--- src/rtl/shifter_pkg.sv ---
// Shared constants for the iterative shifter: FSM encoding, default width and
// the shift-amount width helper.
package shifter_pkg;

    localparam int unsigned DEF_WIDTH = 8;

    localparam logic [1:0] ST_IDLE  = 2'b00;
    localparam logic [1:0] ST_SHIFT = 2'b01;
    localparam logic [1:0] ST_DONE  = 2'b10;

    // Never narrower than one bit, so a degenerate WIDTH still elaborates.
    function automatic int unsigned shamt_width(input int unsigned width);
        return (width > 32'd1) ? unsigned'($clog2(width)) : 32'd1;
    endfunction

endpackage

--- src/rtl/lshift_step.sv ---
// Combinational single-bit left step: zero-fill shift or rotate, with the bit
// leaving position WIDTH-1 reported on cout.
module lshift_step
    import shifter_pkg::*;
#(
    parameter int unsigned WIDTH = DEF_WIDTH
) (
    input  logic [WIDTH-1:0] in,
    input  logic             rot,
    output logic [WIDTH-1:0] out,
    output logic             cout
);

    always_comb begin
        out  = {in[WIDTH-2:0], rot & in[WIDTH-1]};
        cout = in[WIDTH-1];
    end

endmodule

--- src/rtl/iterative_left_shifter.sv ---
// Multi-cycle left shifter, one bit per cycle, with START/BUSY/DONE handshake.
// Build option SHIFTER_ROTATE_EN adds a rotate input captured with START.
module iterative_left_shifter
    import shifter_pkg::*;
#(
    parameter int unsigned WIDTH = DEF_WIDTH,
    parameter int unsigned CNT_W = shamt_width(WIDTH)
) (
    input  logic             clk,
    input  logic             reset,
    input  logic             start,
    input  logic [WIDTH-1:0] data1,
    input  logic [CNT_W-1:0] shamt,
`ifdef SHIFTER_ROTATE_EN
    input  logic             rotate,
`endif
    output logic             busy,
    output logic             done,
    output logic [WIDTH-1:0] result,
    output logic             carry,
    output logic             zero
);

    localparam logic [CNT_W-1:0] CNT_ONE = {{(CNT_W-1){1'b0}}, 1'b1};

    logic [1:0]       state_q, state_d;
    logic [CNT_W-1:0] cnt_q, cnt_d;
    logic [WIDTH-1:0] result_q, result_d;
    logic             carry_q, carry_d;
    logic [WIDTH-1:0] step_out;
    logic             step_cout;
    logic             step_rot;

`ifdef SHIFTER_ROTATE_EN
    logic rot_q, rot_d;
    assign step_rot = rot_q;
`else
    assign step_rot = 1'b0;
`endif

    lshift_step #(
        .WIDTH (WIDTH)
    ) u_step (
        .in   (result_q),
        .rot  (step_rot),
        .out  (step_out),
        .cout (step_cout)
    );

    always_comb begin
        state_d  = state_q;
        cnt_d    = cnt_q;
        result_d = result_q;
        carry_d  = carry_q;
`ifdef SHIFTER_ROTATE_EN
        rot_d    = rot_q;
`endif
        case (state_q)
            ST_SHIFT: begin
                // The cnt==0 edge only moves to DONE, giving SHAMT+1 busy cycles.
                if (cnt_q != '0) begin
                    result_d = step_out;
                    carry_d  = step_cout;
                    cnt_d    = cnt_q - CNT_ONE;
                end else begin
                    state_d = ST_DONE;
                end
            end
            default: begin
                // IDLE and DONE both accept, allowing back-to-back operations.
                if (start) begin
                    result_d = data1;
                    cnt_d    = shamt;
                    carry_d  = 1'b0;
                    state_d  = ST_SHIFT;
`ifdef SHIFTER_ROTATE_EN
                    rot_d    = rotate;
`endif
                end else begin
                    state_d = ST_IDLE;
                end
            end
        endcase
    end

    always_ff @(posedge clk) begin
        if (reset) begin
            state_q  <= ST_IDLE;
            cnt_q    <= '0;
            result_q <= '0;
            carry_q  <= 1'b0;
`ifdef SHIFTER_ROTATE_EN
            rot_q    <= 1'b0;
`endif
        end else begin
            state_q  <= state_d;
            cnt_q    <= cnt_d;
            result_q <= result_d;
            carry_q  <= carry_d;
`ifdef SHIFTER_ROTATE_EN
            rot_q    <= rot_d;
`endif
        end
    end

    always_comb begin
        busy   = (state_q == ST_SHIFT);
        done   = (state_q == ST_DONE);
        result = result_q;
        carry  = carry_q;
        zero   = (result_q == '0);
    end

endmodule

--- config.mk ---
export PLATFORM = sky130hd
export DESIGN_NAME = iterative_left_shifter
export DESIGN_NICKNAME = d
export VERILOG_FILES = /design/src/rtl/shifter_pkg.sv /design/src/rtl/lshift_step.sv /design/src/rtl/iterative_left_shifter.sv
export SDC_FILE = /design/constraint.sdc
export NUM_CORES = 1
export LEC_CHECK = 0
export BUFFER_PORTS_ARGS = -buffer_cell sky130_fd_sc_hd__buf_2
export CAP_MARGIN = 20
export CORE_UTILIZATION = 50
export CTS_CLUSTER_DIAMETER = 60
export DETAILED_ROUTE_END_ITERATION = 7
export GPL_TIMING_DRIVEN = 0
export PLACE_DENSITY = 0.8
export SLEW_MARGIN = 20
export SYNTH_ARGS = -nofsm -noshare
export SYNTH_HDL_FRONTEND = slang
export SYNTH_SLANG_ARGS = --single-unit
--- constraint.sdc ---
create_clock -name clk -period 3.3 [get_ports clk]
set_clock_uncertainty 0.15 [all_clocks]
set_input_delay 0.66 -clock clk [delete_from_list [all_inputs] [get_ports clk]]
set_output_delay 0.66 -clock clk [all_outputs]
set_load 0.02 [all_outputs]
==> results by group <==
Final layout
  • Layout cells sized above 1: 0.411
  • Leading cell type in the layout, fill and taps excluded: buf_2
  • Area grow syn2layout: 22.9%
  • Final non-filler cell total: 122
  • Fin nets: 125
  • Final Instance Area: 895 um^2
  • Ant diodes: 0
  • Commonest cells after routing, fill and taps aside: buf_2 (26), nand2_1 (17), dfxtp_1 (14)

Timing
  • Post-Route Setup TNS: 0 ns
  • Min Tclk post-route: 2.24 ns
  • RSZ-0062 raised after global routing: false
  • Tcrit/Tclk final: 0.678
  • Max-slew headroom: 0.646
  • Fin. max-slew vios: 0
  • Least-Margin Pin Slew: 0.531 ns
  • Setup-violating endpoint count in the final report: 0
  • Final Hold Viols: 0
  • Fmax: 447 MHz

Worst setup path
  • WP data arrival: 1.43 ns
  • Startpoint types: flop
  • Critical Setup Path Class: flop to primary output
  • WP data required: 2.49 ns
  • CP Max Fanout: 4
  • CP Capture Type: primary output

GRT
  • Gr usage total: 0.237
  • Initial antenna violation count: 0
  • Global-route wire length before repair: 2.44 mm
  • Number of global-route vias before repair: 588
  • Total gr overflow: 0
  • Pin count of the biggest net entering global routing: 11

Floorplan
  • Die area: 0.00161 mm^2
  • Num ports: 26
  • Row count: 13
  • Placeable Area: 0.00133 mm^2
  • Die Y: 40.2 um
  • Die Wd: 40.2 um
  • Initial Utilization: 0.546

Drt
  • WL/cell: 13.4 um
  • 1st-iter DRT viols: 7
  • Residual DRC count: 0
  • DR pass1 iterations: 4
  • Antenna Nets Post-Route: 0
  • Number of vias per cell: 5.61
  • WL final: 1.63 mm
  • Via count: 685

Yosys
  • Syn nets: 95
  • Sequential area share after synthesis: 0.385
  • Synthesized area: 728 um^2
  • Yosys cell types: 26
  • Syn_area_per_cell: 9.22 um^2
  • Synthesized instance count: 79
  • Synth warn: 0
  • Seq cells post-synth: 14

Run
  • Max Cap Viol: 0

Clocking
  • Clk root buf: clkbuf_4
  • Postcts setup bufs: 0
  • # clock sinks: 14
  • Resize count post-CTS: 0
  • Clock tree buffer depth: 2
  • CTS Buf Count: 3
  • CTS tree: yes
  • Number of H-tree levels: 1
  • Worst-path clk slew: 0.08 ns
  • Clk_lat worst skew: 0.28 ns
  • Post-CTS Hold Fix Bufs: 0

Placement
  • Gpl congestion: 0.733
  • Dpl hpwl: 1.24 mm
  • Placed inst area: 872 um^2
  • Placed cells: 119
  • Port buffer count: 25

Outcome
  • Status: finished, final reports clean

Pwr
  • Total power: 453 uW
  • Leakage: 0.404 nW
  • Pwr Density: 506 mW/mm^2
  • VDD IR max: 0.000327 V

Hold path
  • Hold Path Class: flop to flop
## metrics by stage
stage,util,setup WS (ns),hold slack (ns)
floorplan,-,1.28,0.282
global placement,0.654,1.37,0.293
detailed placement,0.654,1.37,0.301
CTS,0.671,1.05,0.312
global route,0.671,1.01,0.347
finish,0.671,1.06,0.309
## Yosys cell counts
| library cell | count | area, um^2 |
|---|---|---|
| and2b_1 | 1 | 7.51 |
| a31oi_1 | 1 | 6.26 |
| nor2_1 | 10 | 37.5 |
| buf_2 | 1 | 5.00 |
| a32oi_1 | 2 | 17.5 |
| nor2_2 | 2 | 12.5 |
| and4bb_2 | 1 | 12.5 |
| or4_1 | 2 | 15.0 |
| o211ai_1 | 1 | 7.51 |
| ha_1 | 2 | 25.0 |
| a311oi_2 | 7 | 105 |
| inv_1 | 2 | 7.51 |
| mux2i_1 | 2 | 20.0 |
| buf_4 | 1 | 7.51 |
| nand2b_1 | 1 | 6.26 |
| nand2b_4 | 1 | 13.8 |
| nor3_1 | 1 | 5.00 |
| dfxtp_1 | 14 | 280 |
| inv_4 | 1 | 6.26 |
| a21oi_1 | 2 | 10.0 |
| mux2_4 | 1 | 15.0 |
| nand2_1 | 17 | 63.8 |
| a2bb2oi_1 | 1 | 8.76 |
| buf_8 | 1 | 15.0 |
| nand3_1 | 2 | 10.0 |
| clkbuf_1 | 2 | 7.51 |
## cell type report
type / instances / area (um^2)
Clock buffer: 3 / 22.5
Sequential cell: 14 / 280
Inverter: 3 / 13.8
Multi-Input combinational cell: 57 / 399
Buffer: 5 / 35.0
Tap cell: 15 / 18.8
Timing Repair Buffer: 25 / 125
Fill cell: 121 / 439
## flip-flops by register name, indices dropped and copies added (netlist names)
register  cells
cnt_q         3
carry         1
state_q       2
result        8
## kinds of logic (layout without fill, tap and decap cells)
logic type,Yosys count,after routing,share of synthesized area
adders and majority gates,2,2,0.0344
DFF,14,14,0.385
and+or+nand+nor,38,38,0.253
buffers and inverters,8,36,0.0670
muxes,3,3,0.0481
AOI/OAI and AO/OA,14,14,0.213
## worst max-delay path: stages (launching register included)
cell and delay (ns):
dfxtp_1 0.35, or4_1 0.54, nor2_1 0.09, buf_2 0.16
## path summary, 6_finish.rpt
check	cells past startpoint	slack, ns	startpoint	end
worst max-delay path	3	1.06	result[7]	zero
worst max register to register	7	1.63	cnt_q[0]	result[5]
worst min register to register	2	0.31	cnt_q[1]	cnt_q[1]
worst min-delay path	2	0.31	cnt_q[1]	cnt_q[1]
## metal layers
metal / share of wire / track usage / up-vias
met5: 0 / 0 / -
met3: 0.052 / 0.100 / 2
met1: 0.44 / 0.276 / 330
li1: - / - / 335
met2: 0.50 / 0.379 / 18
met4: 0.010 / 0.0948 / 0
## power breakdown
group,switching [mW],leakage [nW],internal [mW]
combinational,0.0882,0.275,0.0644
clock,0.0533,0.0138,0.0423
sequential,0.0168,0.116,0.188
total,0.158,0.404,0.294
Note: power is estimated with default switching activity, not from simulation.
